## src/rtl/kamus_pkg.sv

```systemverilog
// Shared types for the kamus CSR unit: CSR addresses, op codes,
// FSM states and the mstatus bitfield.
package kamus_pkg;

  typedef enum logic [11:0] {
    CSR_MSTATUS   = 12'h300,
    CSR_MISA      = 12'h301,
    CSR_MIE       = 12'h304,
    CSR_MTVEC     = 12'h305,
    CSR_MSCRATCH  = 12'h340,
    CSR_MEPC      = 12'h341,
    CSR_MCAUSE    = 12'h342,
    CSR_MIP       = 12'h344,
    CSR_MCYCLE    = 12'hB00,
    CSR_MINSTRET  = 12'hB02,
    CSR_MCYCLEH   = 12'hB80,
    CSR_MINSTRETH = 12'hB82,
    CSR_CYCLE     = 12'hC00,
    CSR_TIME      = 12'hC01,
    CSR_INSTRET   = 12'hC02,
    CSR_CYCLEH    = 12'hC80,
    CSR_TIMEH     = 12'hC81,
    CSR_INSTRETH  = 12'hC82
  } csr_e;

  typedef enum logic [1:0] {
    CSR_OP_NONE = 2'b00,
    CSR_OP_RW   = 2'b01,
    CSR_OP_RS   = 2'b10,
    CSR_OP_RC   = 2'b11
  } csr_op_t;

  typedef enum logic [1:0] {
    CS_IDLE  = 2'd0,
    CS_READ  = 2'd1,
    CS_WRITE = 2'd2
  } csr_state_t;

  typedef struct packed {
    logic mpie;
    logic mie;
  } mstatus_t;

  localparam logic [1:0]  CSR_RO_BITS = 2'b11;
  localparam logic [31:0] MISA_VAL    = 32'h4000_0100;
  localparam logic [31:0] MIE_MASK    = 32'h0000_0888;

  function automatic logic csr_is_ro(input logic [11:0] addr);
    return addr[11:10] == CSR_RO_BITS;
  endfunction

  // MPP is hardwired to M-mode since only M-mode exists.
  function automatic logic [31:0] mstatus_pack(input mstatus_t s);
    return {19'b0, 2'b11, 3'b0, s.mpie, 3'b0, s.mie, 3'b0};
  endfunction

endpackage

```

## src/rtl/kamus_csr_counter64.sv

```systemverilog
// 64-bit counter with increment enable and 32-bit half writes;
// a write to either half suppresses that cycle's increment.
module kamus_csr_counter64 (
  input  logic        clk_i,
  input  logic        rst_i,
  input  logic        inc_i,
  input  logic        wr_lo_i,
  input  logic        wr_hi_i,
  input  logic [31:0] wdata_i,
  output logic [63:0] value_o
);

  logic [63:0] cnt_q, cnt_d;

  always_comb begin
    cnt_d = cnt_q;
    if (wr_lo_i || wr_hi_i) begin
      if (wr_lo_i) cnt_d[31:0]  = wdata_i;
      if (wr_hi_i) cnt_d[63:32] = wdata_i;
    end else if (inc_i) begin
      cnt_d = cnt_q + 64'd1;
    end
  end

  always_ff @(posedge clk_i) begin
    if (rst_i) cnt_q <= '0;
    else       cnt_q <= cnt_d;
  end

  assign value_o = cnt_q;

endmodule

```

## src/rtl/kamus_csr_unit.sv

```systemverilog
// CSR read-modify-write sequencer, counters, trap/mret state.
// Machine-mode CSRs and trap logic gated by KAMUS_MACHINE_MODE_EN.
module kamus_csr_unit
  import kamus_pkg::*;
#(
  parameter logic [31:0] MTVEC_RESET = 32'h0000_0000
) (
  input  logic        clk_i,
  input  logic        rst_i,
  input  logic        csr_req_i,
  input  logic [1:0]  csr_op_i,
  input  logic [11:0] csr_addr_i,
  input  logic [31:0] csr_wdata_i,
  input  logic        csr_wr_suppress_i,
  output logic        csr_ack_o,
  output logic [31:0] csr_rdata_o,
  output logic        csr_illegal_o,
  output logic        busy_o,
  input  logic        retire_i,
  input  logic        trap_i,
  input  logic [31:0] trap_cause_i,
  input  logic [31:0] trap_pc_i,
  input  logic        mret_i,
  output logic        redirect_o,
  output logic [31:0] redirect_pc_o
);

  csr_state_t  state_q, state_d;
  logic [31:0] old_q, old_d;
  logic        ill_q, ill_d;
  logic [31:0] rd_val, new_val;
  logic        rd_hit, wr_en, ill_now;
  logic        trap_eff, ack, do_wr;
  logic [63:0] cyc, ins;
  logic        cyc_wr_lo, cyc_wr_hi;
  logic        ins_wr_lo, ins_wr_hi;

  assign wr_en = (csr_op_i == CSR_OP_RW) || !csr_wr_suppress_i;

`ifdef KAMUS_MACHINE_MODE_EN
  mstatus_t    mstatus_q;
  logic [31:0] mtvec_q, mepc_q, mcause_q;
  logic [31:0] mscratch_q, mie_q;
  logic        redir_q;
  logic [31:0] redir_pc_q;

  assign trap_eff = trap_i;
`else
  logic unused_inputs;

  assign trap_eff = 1'b0;
  assign unused_inputs = ^{trap_i, trap_cause_i, trap_pc_i,
                           mret_i, MTVEC_RESET};
`endif

  always_comb begin
    rd_val = '0;
    rd_hit = 1'b1;
    case (csr_addr_i)
      CSR_CYCLE, CSR_TIME:   rd_val = cyc[31:0];
      CSR_CYCLEH, CSR_TIMEH: rd_val = cyc[63:32];
      CSR_INSTRET:           rd_val = ins[31:0];
      CSR_INSTRETH:          rd_val = ins[63:32];
`ifdef KAMUS_MACHINE_MODE_EN
      CSR_MSTATUS:   rd_val = mstatus_pack(mstatus_q);
      CSR_MISA:      rd_val = MISA_VAL;
      CSR_MIE:       rd_val = mie_q;
      CSR_MIP:       rd_val = '0;
      CSR_MTVEC:     rd_val = mtvec_q;
      CSR_MSCRATCH:  rd_val = mscratch_q;
      CSR_MEPC:      rd_val = mepc_q;
      CSR_MCAUSE:    rd_val = mcause_q;
      CSR_MCYCLE:    rd_val = cyc[31:0];
      CSR_MCYCLEH:   rd_val = cyc[63:32];
      CSR_MINSTRET:  rd_val = ins[31:0];
      CSR_MINSTRETH: rd_val = ins[63:32];
`endif
      default:       rd_hit = 1'b0;
    endcase
  end

  assign ill_now = !rd_hit
                || (csr_op_i == CSR_OP_NONE)
                || (csr_is_ro(csr_addr_i) && wr_en);

  always_comb begin
    new_val = old_q;
    unique case (csr_op_i)
      CSR_OP_RW: new_val = csr_wdata_i;
      CSR_OP_RS: new_val = old_q | csr_wdata_i;
      CSR_OP_RC: new_val = old_q & ~csr_wdata_i;
      default:   new_val = old_q;
    endcase
  end

  // FSM: state register
  always_ff @(posedge clk_i) begin
    if (rst_i) state_q <= CS_IDLE;
    else       state_q <= state_d;
  end

  // FSM: next state; a trap aborts any in-flight op
  always_comb begin
    state_d = state_q;
    unique case (state_q)
      CS_IDLE:  if (csr_req_i) state_d = CS_READ;
      CS_READ:  state_d = CS_WRITE;
      CS_WRITE: state_d = CS_IDLE;
      default:  state_d = CS_IDLE;
    endcase
    if (trap_eff) state_d = CS_IDLE;
  end

  // FSM: outputs
  always_comb begin
    ack           = (state_q == CS_WRITE) && !trap_eff && !rst_i;
    csr_ack_o     = ack;
    csr_illegal_o = ack && ill_q;
    csr_rdata_o   = (ack && !ill_q) ? old_q : '0;
    busy_o        = (state_q != CS_IDLE);
  end

  always_comb begin
    old_d = old_q;
    ill_d = ill_q;
    if (state_q == CS_READ) begin
      old_d = rd_val;
      ill_d = ill_now;
    end
  end

  always_ff @(posedge clk_i) begin
    if (rst_i) begin
      old_q <= '0;
      ill_q <= 1'b0;
    end else begin
      old_q <= old_d;
      ill_q <= ill_d;
    end
  end

  assign do_wr = ack && !ill_q && wr_en;

`ifdef KAMUS_MACHINE_MODE_EN
  assign cyc_wr_lo = do_wr && (csr_addr_i == CSR_MCYCLE);
  assign cyc_wr_hi = do_wr && (csr_addr_i == CSR_MCYCLEH);
  assign ins_wr_lo = do_wr && (csr_addr_i == CSR_MINSTRET);
  assign ins_wr_hi = do_wr && (csr_addr_i == CSR_MINSTRETH);
`else
  assign cyc_wr_lo = 1'b0;
  assign cyc_wr_hi = 1'b0;
  assign ins_wr_lo = 1'b0;
  assign ins_wr_hi = 1'b0;
`endif

  kamus_csr_counter64 u_cycle (
    .clk_i   (clk_i),
    .rst_i   (rst_i),
    .inc_i   (1'b1),
    .wr_lo_i (cyc_wr_lo),
    .wr_hi_i (cyc_wr_hi),
    .wdata_i (new_val),
    .value_o (cyc)
  );

  kamus_csr_counter64 u_instret (
    .clk_i   (clk_i),
    .rst_i   (rst_i),
    .inc_i   (retire_i),
    .wr_lo_i (ins_wr_lo),
    .wr_hi_i (ins_wr_hi),
    .wdata_i (new_val),
    .value_o (ins)
  );

`ifdef KAMUS_MACHINE_MODE_EN
  always_ff @(posedge clk_i) begin
    if (rst_i) begin
      mstatus_q  <= '0;
      mtvec_q    <= {MTVEC_RESET[31:2], 2'b00};
      mepc_q     <= '0;
      mcause_q   <= '0;
      mscratch_q <= '0;
      mie_q      <= '0;
    end else if (trap_i) begin
      mepc_q         <= {trap_pc_i[31:2], 2'b00};
      mcause_q       <= trap_cause_i;
      mstatus_q.mpie <= mstatus_q.mie;
      mstatus_q.mie  <= 1'b0;
    end else begin
      if (mret_i) begin
        mstatus_q.mie  <= mstatus_q.mpie;
        mstatus_q.mpie <= 1'b1;
      end
      if (do_wr) begin
        case (csr_addr_i)
          CSR_MSTATUS: begin
            mstatus_q.mie  <= new_val[3];
            mstatus_q.mpie <= new_val[7];
          end
          CSR_MIE:      mie_q      <= new_val & MIE_MASK;
          CSR_MTVEC:    mtvec_q    <= {new_val[31:2], 2'b00};
          CSR_MSCRATCH: mscratch_q <= new_val;
          CSR_MEPC:     mepc_q     <= {new_val[31:2], 2'b00};
          CSR_MCAUSE:   mcause_q   <= new_val;
          default: ;
        endcase
      end
    end
  end

  always_ff @(posedge clk_i) begin
    if (rst_i) begin
      redir_q    <= 1'b0;
      redir_pc_q <= '0;
    end else begin
      redir_q    <= trap_i || mret_i;
      redir_pc_q <= trap_i ? {mtvec_q[31:2], 2'b00}
                  : mret_i ? mepc_q : '0;
    end
  end

  assign redirect_o    = redir_q;
  assign redirect_pc_o = redir_pc_q;
`else
  assign redirect_o    = 1'b0;
  assign redirect_pc_o = '0;
`endif

endmodule

```

## config.mk

```make
export PLATFORM = sky130hd
export DESIGN_NAME = kamus_csr_unit
export DESIGN_NICKNAME = d
export VERILOG_FILES = /design/src/rtl/kamus_pkg.sv /design/src/rtl/kamus_csr_counter64.sv /design/src/rtl/kamus_csr_unit.sv
export SDC_FILE = /design/constraint.sdc
export NUM_CORES = 1
export LEC_CHECK = 0
export BUFFER_PORTS_ARGS = -buffer_cell sky130_fd_sc_hd__buf_2
export CORE_AREA = 3 3 137 139
export CTS_BUF_LIST = sky130_fd_sc_hd__clkbuf_8
export CTS_CLUSTER_SIZE = 16
export DETAILED_ROUTE_END_ITERATION = 10
export DIE_AREA = 0 0 140 142
export GPL_ROUTABILITY_DRIVEN = 1
export MAX_ROUTING_LAYER = met4
export PLACE_DENSITY = 0.84
export REMOVE_ABC_BUFFERS = 1
export SLEW_MARGIN = 20
export SYNTH_ARGS = -nofsm -noshare
export SYNTH_HDL_FRONTEND = slang
export SYNTH_SLANG_ARGS = --single-unit
```

## constraint.sdc

```tcl
create_clock -name clk_i -period 2.2 [get_ports clk_i]
set_input_delay 0.22 -clock clk_i [delete_from_list [all_inputs] [get_ports clk_i]]
set_output_delay 0.22 -clock clk_i [all_outputs]
set_load 0.02 [all_outputs]
```

### Word level (Yosys, flattened, before mapping)

Index checks and enable logic that the tools add are counted.

| storage, ports and cells | value |
|---|---|
| input port bits | 117 |
| register bits after elaboration | 163 |
| logic and storage cells | 40 |

| operators by class | value |
|---|---|
| add/sub/neg operators | 2 |
| equality and inequality tests | 11 |
| muxes and demuxes | 5 |
| reduce and logical (&&, ||, !) cells | 17 |

Operators by type and width:

| cell | number |
|---|---|
| 64-bit by 1-bit adder with 64-bit output, second input constant | 2 |
| 32-bit one-hot mux with 4 select lines | 1 |
| 12-bit == test, second input constant | 6 |
| 32-bit 2-to-1 mux | 1 |
| 6-bit OR reduction | 1 |
| 2-bit by 1-bit == test with 1-bit output, second input constant | 2 |
| 2-bit == test, second input constant | 2 |
| 1-bit logical AND | 4 |
| 1-bit zero test | 4 |
| 2-bit zero test | 2 |
| 2-bit one-hot mux with 2 select lines | 1 |
| 2-bit OR reduction | 2 |
| 1-bit logical OR | 3 |
| 2-bit 2-to-1 mux | 1 |
| 2-bit != test, second input constant | 1 |
| 2-bit nonzero test | 1 |
| 1-bit 2-to-1 mux | 1 |

### Depth between registers and ports, before layout

Gate-level depths: netlist (run 1).

| depth | value |
|---|---|
| depth in word-level cells | 6 |
| gate-level depth with buffers | 8 |
| gate-level depth less buffers | 6 |

### By module

From an unflattened synthesis (run 1), not the netlist that was laid out.

| unflattened totals | value |
|---|---|
| cell total of the unflattened synthesis | 1422 |
| area, all modules | 11154.4 um2 |

By module, submodules not included:

| module | area an instance (um2) | cells an instance | times used |
|---|---|---|---|
| kamus_csr_counter64 at u_instret | 4192.8 | 545 | 1 |
| kamus_csr_counter64 at u_cycle | 3931.3 | 529 | 1 |
| kamus_csr_unit | 3030.4 | 348 | 1 |

### Worst setup path before layout (run 1)

No wires, ideal clock.

| timing | value |
|---|---|
| kind | reg-to-reg |
| start point | reg u_instret.cnt_q[26], in the netlist u_instret.value_o[26] |
| end point | reg u_instret.cnt_q[60], in the netlist u_instret.value_o[60] |
| cell stages (with the launch flop) | 7 |
| path slack | -0.069 ns |
| data required time | 2.077 ns |
| setup time | 0.123 ns |
| data arrival time | 2.145 ns |
| clock period less this slack | 2.269 ns |
| path through | dfxtp_1 nand4_4 or4_4 or3_1 buf_2 nor4_4 mux2_1 |

| between the ends | value |
|---|---|
| word-level cells in the longest chain between the ends | 1 |

Ends and longest elaborated chain:

| element | RTL line | RTL |
|---|---|---|
| from (decl) | kamus_csr_counter64.sv:13 | `logic [63:0] cnt_q, cnt_d;` |
| from (signal assigned) | kamus_csr_counter64.sv:27 | `else cnt_q <= cnt_d;` |
| 64-bit by 1-bit adder with 64-bit output | kamus_csr_counter64.sv:21 | `cnt_d = cnt_q + 64'd1;` |

No other way between the ends.
A chain may end at the register's enable or synchronous reset.

### Worst setup path in the final report (run 1)

| timing | value |
|---|---|
| start point | reg u_instret.cnt_q[15], in the netlist u_instret.value_o[15] |
| end point | reg u_instret.cnt_q[55], in the netlist u_instret.value_o[55] |

Same word-level chain as after synthesis.

==> out/summary.txt, run 1 <==
yosys warns: 0
Primary FF master, synth: dfxtp_1
Vias: 8291
critical path's top delay family: simple AND/OR/NAND/NOR gates
crit path DAT: 2.54 ns
Max-cap violations: 0
Skew-Pair Late Insertion Delay: 0.47 ns
Max Clock Skew: 0.0141 ns
Pleak: 3.85 nW
Buf/Inv on CP: 1
root buffer cell: clkbuf_8
WL final: 23.7 mm
PwrDens: 540 nW/um^2
Final Power: 5.60 mW
first-pass GRT wire length: 38.5 mm
Buffers on Ports: 53
gpl congestion: 0.936
WS Path Type: flip-flop to flip-flop
Req. time, crit path: 2.61 ns
worst hold margin: 0.0633 ns
synthesized area per cell: 8.47 um^2
initial antenna violation count: 0
cell area after synthesis: 8800 um^2
status: finished clean
die area: 19900 um^2
register area share after synthesis: 0.371
clk buf depth: 2
async set-reset flop share out of synthesis: 0
Fillers: 1531
CTS tree: yes
core area: 17800 um^2
number of synthesized register bits: 163
library cells used by synthesis: 53
fraction of layout cells with a size suffix above 1: 0.198
H-tree depth: 4
VDD IR max: 0.476 mV
Die Span X: 140 um
vias in the first global route: 7889
slew margin rel.: 0.609
Pre-antenna DRT Iters: 5
Finished Layout Cells: 1399
CTS buffer count: 17
Placed Instances: 1362
HPWL after DPL: 17.3 mm
ant diodes: 0
Post-synth EDFFs: 0
Final Slew Violations: 0
Via density: 5.93
setup violators final: 0
routed length per placed instance: 17.0 um
final worst path period share: 0.968
Setup crit start kind: flip-flop
Fmax achieved: 470 MHz
Initial Util: 0.495
hold crit path type: primary input to flip-flop
CP max-delay cell: dfxtp_1
Die Y: 142 um
nets@finish: 1276
critical-path cell list: nand4_1, nor4_2, nand4_1, buf_4, or4_1, nand2_1
post-synthesis cell count: 1039
ANT nets after route: 0
clock-pin slew on the worst setup and hold paths: 0.09 ns
GRT Total Usage: 0.242
DRC: 0
Clock Sinks: 163
io pins: 185
Most common cell on crit path: nand4_1
Final Hold Violating Endpoints: 0
minimum clock period: 2.13 ns
largest net degree at the start of global routing: 95
Max FO, Critical Path: 6
Rows: 49
gr ovfl total: 0
final setup TNS: 0 ns
critical path's largest stage delay: 0.45 ns
initial DRC count: 751
Area Growth Syn to Fin: 17.7%
critical path capture point type: flip-flop
Slew @ Worst Pin: 0.586 ns
-- through the flow --
stage	utilization	setup slack [ns]	instance area (um^2)
4_1_cts	0.577	0.0268	10300
6_report	0.583	0.0709	10400
3_3_place_gp	0.552	-0.00613	9810
5_1_grt	0.583	-0.00994	10400
3_5_place_dp	0.552	-0.0862	9810
2_1_floorplan	-	-2.68	8450
-- per-layer routing --
layer  share of wire  vias up  GRT usage
met1            0.41     4005      0.292
li1                -     3959          -
met5               0        -          -
met2            0.50      280      0.408
met4           0.024        0     0.0826
met3           0.068       47     0.0484
-- Yosys cell counts, types with 5 or more instances --
library cell  number  area, um^2
and3_1            14        87.6
clkbuf_1          48         180
and2_1            35         219
xor2_1            29         254
a21oi_1           55         275
mux2i_1           65         651
buf_2              5        25.0
mux2_1             5        56.3
dfxtp_1          163        3260
o31ai_1           17         128
nand3_1           51         255
nand2_1           55         206
nor2_1            98         368
xnor2_1           26         228
and4_1            12         105
nand4_1           44         275
or3_1             32         200
nand4b_1           5        43.8
nor2b_1           16         100
o21ai_0           36         180
o22ai_1           32         200
o41ai_1            5        43.8
mux2_2             7        78.8
buf_4             33         248
a22o_1            32         280
nor3_1            24         120
inv_1             20        75.1
or4_1             21         158
nor4_1            16         100
-- registers in the layout, summed over array words and instances, names as in the netlist --
| signal | count |
|---|---|
| ill_q | 1 |
| old_q | 32 |
| state_q | 2 |
| u_cycle.value_o | 64 |
| u_instret.value_o | 64 |
-- repair_timing --
item / in CTS / in global routing
buffers inserted: 0 / 4
hold endpoints to repair: 1 / 0
setup endpoints to repair: 9 / 62
pin swaps: 0 / 5
gates resized for setup: 4 / 20
hold buffers: 1 / 0
-- final timing paths --
path / startpoint / to / slack, ns / cells after the start
worst max-delay path: u_instret.value_o[15]$_SDFFE_PP0P_ / u_instret.value_o[55]$_SDFFE_PP0P_ / 0.07 / 6
worst min register to register: u_cycle.value_o[0]$_SDFF_PP0_ / u_cycle.value_o[0]$_SDFF_PP0_ / 0.47 / 1
worst max register to register: u_instret.value_o[15]$_SDFFE_PP0P_ / u_instret.value_o[55]$_SDFFE_PP0P_ / 0.07 / 6
worst min-delay path: rst_i / state_q[0]$_SDFFE_PP0P_ / 0.06 / 2
-- power breakdown --
part	leakage, nW	internal (mW)	switching, mW
Sequential	1.32	2.96	0.0147
Clock	0.211	1.23	1.15
Combinational	2.32	0.0745	0.178
Total	3.85	4.26	1.34
-- area by class of cell --
cell class              instances  area [um^2]  area share
clock buffers                  17          234      0.0226
clock inverters                15          190      0.0184
inverters                      20         75.1     0.00725
multi-input cells             798         5190       0.501
flip-flops and latches        163         3270       0.316
well taps                     229          287      0.0277
repair buffers                157         1110       0.107
-- cells by family (layout without fill, tap and decap cells) --
logic type,after synthesis,in the layout,synth area share
fa+ha+maj,2,2,0.00284
buf+inv,110,209,0.0626
flops,163,163,0.371
other cells,1,33,0.000426
compound gates,181,181,0.130
xor+xnor,55,55,0.0547
simple gates,450,450,0.290
mux,77,77,0.0893
-- worst register-to-register path, stage by stage (launching register included) --
cell	delay, ns
dfxtp_1	0.45
nand4_1	0.28
nor4_2	0.39
nand4_1	0.25
buf_4	0.23
or4_1	0.40
nand2_1	0.08
-- placed cells by master (no fill, tap or decap), types with 11 or more instances in the layout --
cell type | Yosys | routed
a22o_1 | 32 | 32
nor2b_1 | 16 | 15
xnor2_1 | 26 | 26
dfxtp_1 | 163 | 156
or3_1 | 32 | 31
and2_1 | 35 | 35
o21ai_0 | 36 | 36
mux2i_1 | 65 | 65
conb_1 | 1 | 33
xor2_1 | 29 | 29
a21oi_1 | 55 | 55
clkbuf_8 | 0 | 17
and3_1 | 14 | 13
or4_1 | 21 | 21
o22ai_1 | 32 | 32
nand3_1 | 51 | 51
o31ai_1 | 17 | 17
and4_1 | 12 | 11
nor3_1 | 24 | 22
nand4_1 | 44 | 44
nand2_1 | 55 | 55
nor4_1 | 16 | 12
nor2_1 | 98 | 96
buf_4 | 33 | 100
inv_1 | 20 | 22
buf_2 | 5 | 51
(Power assumes the default switching activity.)
==> run 2, diff against run 1 <==
--- a/config.mk
+++ b/config.mk
@@ -6,14 +6,16 @@
 export NUM_CORES = 1
 export LEC_CHECK = 0
 export BUFFER_PORTS_ARGS = -buffer_cell sky130_fd_sc_hd__buf_2
-export CORE_AREA = 3 3 137 139
+export CELL_PAD_IN_SITES_DETAIL_PLACEMENT = 0
+export CELL_PAD_IN_SITES_GLOBAL_PLACEMENT = 2
+export CORE_AREA = 3 3 176 178
 export CTS_BUF_LIST = sky130_fd_sc_hd__clkbuf_8
 export CTS_CLUSTER_SIZE = 16
 export DETAILED_ROUTE_END_ITERATION = 10
-export DIE_AREA = 0 0 140 142
+export DIE_AREA = 0 0 179 181
 export GPL_ROUTABILITY_DRIVEN = 1
 export MAX_ROUTING_LAYER = met4
-export PLACE_DENSITY = 0.84
+export PLACE_DENSITY = 0.85
 export REMOVE_ABC_BUFFERS = 1
 export SLEW_MARGIN = 20
 export SYNTH_ARGS = -nofsm -noshare
==> run 2 against run 1 <==
Net effect:
- register-to-register slack worse by 0.02 ns
- critical endpoint is now u_instret.value_o[42]$_SDFFE_PP0P_
- cell area up 5.3%
- setup slack worse by 0.017 ns
- die area up 63%
- sequential share of layout area down 1.6 points
- maximum frequency down 0.79%
- largest cell class unchanged
==> out/summary.txt, run 2 (synthesized netlist as in run 1, its figures left out) <==
status: finished clean
Max FO, Critical Path: 4 (-2)
crit path DAT: 2.55 ns (about the same)
fraction of layout cells with a size suffix above 1: 0.231 (+0.0330)
minimum clock period: 2.15 ns (+0.0171 ns)
Fillers: 3053 (+99%)
ANT nets after route: 0 (unchanged)
first-pass GRT wire length: 42.2 mm (+9.6%)
CTS tree: yes
HPWL after DPL: 19.6 mm (+14%)
Die Y: 181 um (+27%)
io pins: 185 (unchanged)
Rows: 63 (+29%)
Finished Layout Cells: 1605 (+15%)
hold crit path type: primary input to flip-flop
Via density: 5.09 (-14%)
gr ovfl total: 0 (unchanged)
Skew-Pair Late Insertion Delay: 0.47 ns (about the same)
gpl congestion: 0.819 (-12%)
setup violators final: 0 (unchanged)
Setup crit start kind: flip-flop
critical-path cell list: buf_4, ha_2, nand2_2, nor4_4, nand4_1, buf_4, or4_1, a21oi_1
Most common cell on crit path: buf_4
CP max-delay cell: or4_1
vias in the first global route: 7896 (+0.089%)
critical path capture point type: flip-flop
Buf/Inv on CP: 2 (+1)
final worst path period share: 0.976 (+0.00775)
critical path's top delay family: simple AND/OR/NAND/NOR gates
Max-cap violations: 0 (unchanged)
Fmax achieved: 466 MHz (-0.79%)
die area: 32400 um^2 (+63%)
routed length per placed instance: 16.4 um (-3.5%)
GRT Total Usage: 0.168 (-0.0744)
Max Clock Skew: 0.0134 ns (-0.000710 ns)
Req. time, crit path: 2.60 ns (about the same)
slew margin rel.: 0.659 (+0.0493)
sequential standard cell area: 3270 um^2 (about the same)
initial antenna violation count: 0 (unchanged)
WS Path Type: flip-flop to flip-flop
final worst slack: 0.0538 ns (-0.0171 ns)
nets@finish: 1322 (+3.6%)
largest net degree at the start of global routing: 95 (unchanged)
Slew @ Worst Pin: 0.508 ns (-0.0778 ns)
critical path's largest stage delay: 0.40 ns (-0.05 ns)
H-tree depth: 4 (unchanged)
footprint of the multi-input gates: 5200 um^2 (+0.19%)
VDD IR max: 0.337 mV (-29%)
Area Growth Syn to Fin: 24.0%
Clock Sinks: 163 (unchanged)
Pleak: 4.09 nW (+6.3%)
core area: 29600 um^2 (+66%)
commonest non-fill, non-tap cell in the layout: dfxtp_1
clock-pin slew on the worst setup and hold paths: 0.09 ns (about the same)
initial DRC count: 550 (-27%)
WL final: 26.3 mm (+11%)
Pre-antenna DRT Iters: 8 (+3)
CTS buffer count: 17 (unchanged)
Vias: 8173 (-1.4%)
Placed Instances: 1570 (+15%)
RSZ-0062 raised after global routing: yes
dpl ws: -0.0278 ns (+0.0584 ns)
clk buf depth: 2 (unchanged)
root buffer cell: clkbuf_8
DRC: 0 (unchanged)
Final Hold Violating Endpoints: 0 (unchanged)
Buffers on Ports: 53 (unchanged)
commonest non-fill, non-tap cells in the layout: dfxtp_1 (158), buf_4 (147), nor2_1 (97), mux2i_1 (65)
ant diodes: 0 (unchanged)
Final Slew Violations: 0 (unchanged)
Initial Util: 0.298 (-0.197)
PwrDens: 521 nW/um^2 (-3.5%)
Die Span X: 179 um (+28%)
run 2: worst paths after layout:
kind	cells after the start	to	slack, ns	startpoint
worst max-delay path	8	u_instret.value_o[42]$_SDFFE_PP0P_	0.05	u_instret.value_o[0]$_SDFFE_PP0P_
worst min-delay path	3	ill_q$_SDFFE_PP0N_	0.11	csr_addr_i[0]
worst max register to register	8	u_instret.value_o[42]$_SDFFE_PP0P_	0.05	u_instret.value_o[0]$_SDFFE_PP0P_
worst min register to register	1	u_cycle.value_o[0]$_SDFF_PP0_	0.44	u_cycle.value_o[0]$_SDFF_PP0_
run 2: final cells by class:
type / count / share of cell area
multi-input cells: 798 / 0.477
clock buffers: 18 / 0.0227
inverters: 20 / 0.00688
repair buffers: 203 / 0.132
flip-flops and latches: 163 / 0.300
clock inverters: 13 / 0.0170
well taps: 390 / 0.0447
run 2: power by group:
group,switching [mW],internal [mW]
clock network,1.19,1.26
logic,0.187,0.0827
registers,0.00961,2.96
run 2: layer usage:
layer	GRT usage	up-vias	routed length, um
met4	0.0468	0	516
met3	0.0277	36	845
met1	0.215	3928	12100
met2	0.273	149	12800
met5	-	-	0
li1	-	4060	-
run 2: what timing repair did:
item,CTS,global route
gates resized for setup,3,26
pin swaps,0,4
buffers inserted,0,3
endpoints found under the setup margin,7,41
endpoints found under the hold margin,1,0
hold buffers,1,0
run 2: worst reg2reg max path: stages (launching register included):
cell	delay, ns
dfxtp_1	0.34
buf_4	0.13
ha_2	0.21
nand2_2	0.11
nor4_4	0.26
nand4_1	0.26
buf_4	0.23
or4_1	0.40
a21oi_1	0.14
run 2: through the flow:
step           power, mW  hold slack (ns)  instance area, um^2  utilization  TNS, ns
3_3_place_gp        3.30            0.445                10300        0.350  -0.0919
5_1_grt             5.88            0.136                10900        0.369   -0.247
6_report            5.69            0.107                10900        0.369        0
4_1_cts             5.74           0.0881                10800        0.365        0
2_1_floorplan       3.16            0.287                 8450            -   -88.73
3_5_place_dp        3.30            0.451                10300        0.350   -0.104
==> run 3, diff against run 2 <==
--- a/config.mk
+++ b/config.mk
@@ -8,14 +8,14 @@
 export BUFFER_PORTS_ARGS = -buffer_cell sky130_fd_sc_hd__buf_2
 export CELL_PAD_IN_SITES_DETAIL_PLACEMENT = 0
 export CELL_PAD_IN_SITES_GLOBAL_PLACEMENT = 2
-export CORE_AREA = 3 3 176 178
+export CORE_AREA = 3 3 168 170
 export CTS_BUF_LIST = sky130_fd_sc_hd__clkbuf_8
 export CTS_CLUSTER_SIZE = 16
 export DETAILED_ROUTE_END_ITERATION = 10
-export DIE_AREA = 0 0 179 181
+export DIE_AREA = 0 0 171 173
 export GPL_ROUTABILITY_DRIVEN = 1
 export MAX_ROUTING_LAYER = met4
-export PLACE_DENSITY = 0.85
+export PLACE_DENSITY = 0.88
 export REMOVE_ABC_BUFFERS = 1
 export SLEW_MARGIN = 20
 export SYNTH_ARGS = -nofsm -noshare
==> constraint.sdc (replaced) <==
create_clock -name clk_i -period 2 [get_ports clk_i]
set_input_delay 0.2 -clock clk_i [delete_from_list [all_inputs] [get_ports clk_i]]
set_output_delay 0.2 -clock clk_i [all_outputs]
set_load 0.005 [all_outputs]
==> run 3 against run 2 <==
Net effect:
- the flow now finishes with violations (setup timing)
- utilization rose by 6.6 points
- sequential power grew 10%
- register-to-register slack worse by 0.14 ns
- critical path depth fell by 2
- critical path type unchanged
==> out/summary.txt, run 3 (synthesized netlist as in run 1, its figures left out) <==
Die Y: 173 um (-4.4%)
Area Growth Syn to Fin: 32.8%
critical path capture point type: flip-flop
GRT Total Usage: 0.180 (+0.0125)
Placed Area: 10600 um^2 (+2.7%)
RR Endpoint: u_cycle.value_o[51]$_SDFF_PP0_
ant diodes: 0 (unchanged)
crit path launch: u_cycle.value_o[20]$_SDFF_PP0_
CTS buffer count: 17 (unchanged)
Max FO, Critical Path: 13 (+9)
setup violators final: 14 (+14)
Vias: 8402 (+2.8%)
root buffer cell: clkbuf_8
clk buf depth: 2 (unchanged)
Max Clock Skew: 0.0112 ns (-0.00222 ns)
Buffers on Ports: 53 (unchanged)
Pre-antenna DRT Iters: 5 (-3)
nets@finish: 1384 (+4.7%)
routed length per placed instance: 16.5 um (+0.80%)
PwrDens: 511 nW/um^2 (-1.9%)
vias in the first global route: 8084 (+2.4%)
Reg2Reg Setup Slack: -0.09 ns (-0.14 ns)
Clock Sinks: 163 (unchanged)
io pins: 185 (unchanged)
ANT nets after route: 0 (unchanged)
Req. time, crit path: 2.39 ns (-0.21 ns)
core area: 26900 um^2 (-9.1%)
HPWL after DPL: 19.5 mm (-0.53%)
Fmax achieved: 480 MHz (+2.9%)
Pleak: 4.59 nW (+12%)
Die Span X: 171 um (-4.5%)
slew margin rel.: 0.598 (-0.0603)
hold crit path type: primary input to flip-flop
VDD IR max: 0.408 mV (+21%)
status: finished, violations left
gpl congestion: 0.886 (+8.1%)
first-pass GRT wire length: 42.1 mm (-0.41%)
crit path to: u_cycle.value_o[51]$_SDFF_PP0_
Setup crit start kind: flip-flop
WS Path Type: flip-flop to flip-flop
final std cell area, no fill: 11700 um^2 (+7.1%)
Skew-Pair Late Insertion Delay: 0.46 ns (about the same)
H-tree depth: 4 (unchanged)
Final Hold Violating Endpoints: 0 (unchanged)
die area: 29600 um^2 (-8.7%)
DRC: 0 (unchanged)
gr ovfl total: 0 (unchanged)
Post-Route Utilization: 0.435 (+0.0656)
commonest non-fill, non-tap cell in the layout: buf_4
commonest non-fill, non-tap cells in the layout: buf_4 (191), dfxtp_1 (133), nor2_1 (95), mux2i_1 (65), nand2_1 (55)
final worst path period share: 1.04 (+0.0672)
fraction of layout cells with a size suffix above 1: 0.321 (+0.0898)
Via density: 5.19 (+2.0%)
CTS tree: yes
crit path DAT: 2.47 ns (-0.08 ns)
clock-pin slew on the worst setup and hold paths: 0.09 ns (about the same)
final worst slack: -0.0854 ns (-0.139 ns)
minimum clock period: 2.09 ns (-0.0608 ns)
WL final: 26.7 mm (+1.6%)
Rows: 60 (-4.8%)
failing checks: setup timing
FF-to-FF Start: u_cycle.value_o[20]$_SDFF_PP0_
Final Slew Violations: 0 (unchanged)
RSZ-0062 raised after global routing: yes
worst reg-to-reg path cell count: 6 (-2)
largest net degree at the start of global routing: 100 (+5.3%)
initial antenna violation count: 0 (unchanged)
Max-cap violations: 0 (unchanged)
Initial Util: 0.327 (+0.0297)
initial DRC count: 438 (-20%)
Slew @ Worst Pin: 0.602 ns (+0.0944 ns)
[run 3: cell count changes in the layout (fill, tap and decap cells not counted), sizes merged]
cell,before,now
buf,202,264
bufinv,4,3
clkbuf,18,17
clkinv,6,5
inv,22,23
clkinvlp,1,3
[run 3: worst max-delay path, stage by stage, from the launching register on]
cell and delay (ns):
dfxtp_2 0.34, and4_4 0.25, and4b_2 0.26, or3b_4 0.38, buf_6 0.15, or4_1 0.46, a21oi_1 0.16
[run 3: final cells by class]
| type | instances | area (um^2) |
|---|---|---|
| inverters | 20 | 75.1 |
| flip-flops and latches | 163 | 3300 |
| repair buffers | 265 | 1980 |
| clock buffers | 17 | 234 |
| well taps | 341 | 427 |
| multi-input cells | 798 | 5510 |
| clock inverters | 14 | 149 |
| fillers | 2702 | 15200 |
[run 3: worst min-delay path by stage]
| stage | start | endpoint | slack, ns | cells after the start |
|---|---|---|---|---|
| 4_1_cts | csr_addr_i[0] | ill_q$_SDFFE_PP0N_ | 0.08 | 3 |
| 6_report | csr_addr_i[0] | ill_q$_SDFFE_PP0N_ | 0.11 | 3 |
| 3_3_place_gp | u_cycle.value_o[0]$_SDFF_PP0_ | u_cycle.value_o[0]$_SDFF_PP0_ | 0.44 | 1 |
| 3_5_place_dp | u_cycle.value_o[0]$_SDFF_PP0_ | u_cycle.value_o[0]$_SDFF_PP0_ | 0.45 | 1 |
| 5_1_grt | csr_addr_i[0] | ill_q$_SDFFE_PP0N_ | 0.11 | 3 |
| 2_1_floorplan | rst_i | u_cycle.value_o[0]$_SDFF_PP0_ | 0.27 | 1 |
[run 3: where the power goes]
| group | internal (mW) | switching [mW] | leakage (nW) |
|---|---|---|---|
| combinational | 0.0971 | 0.161 | 3.06 |
| clock | 1.20 | 1.25 | 0.201 |
| sequential | 3.26 | 0.0122 | 1.33 |
| total | 4.55 | 1.42 | 4.59 |
[run 3: through the flow]
stage | hold WS, ns | std cells | setup slack [ns] | total power [mW] | TNS (ns)
after detailed placement | 0.452 | 1560 | -0.255 | 3.59 | -3.60
after global placement | 0.444 | 1560 | -0.206 | 3.59 | -3.10
after floorplan | 0.267 | 981 | -2.86 | 3.43 | -93.86
after global routing | 0.114 | 1618 | -0.179 | 6.21 | -3.48
final | 0.107 | 1618 | -0.0854 | 5.98 | -0.666
after CTS | 0.0807 | 1597 | -0.0793 | 6.02 | -0.819
[run 3: layer usage]
layer  vias to the layer above  GRT usage  part of all wire
met5                         -          -                 0
met4                         0     0.0359             0.010
met3                        22     0.0354             0.034
met2                       135      0.299              0.50
met1                      4064      0.229              0.46
li1                       4181          -                 -
[run 3: repair_timing]
| action | in CTS | in global routing |
|---|---|---|
| hold endpoints to repair | 1 | 0 |
| setup endpoints to repair | 71 | 91 |
| gates resized for setup | 38 | 90 |
| hold buffers | 1 | 0 |
| pin swaps | 10 | 42 |
| setup buffers | 5 | 18 |
| cloned | 0 | 3 |
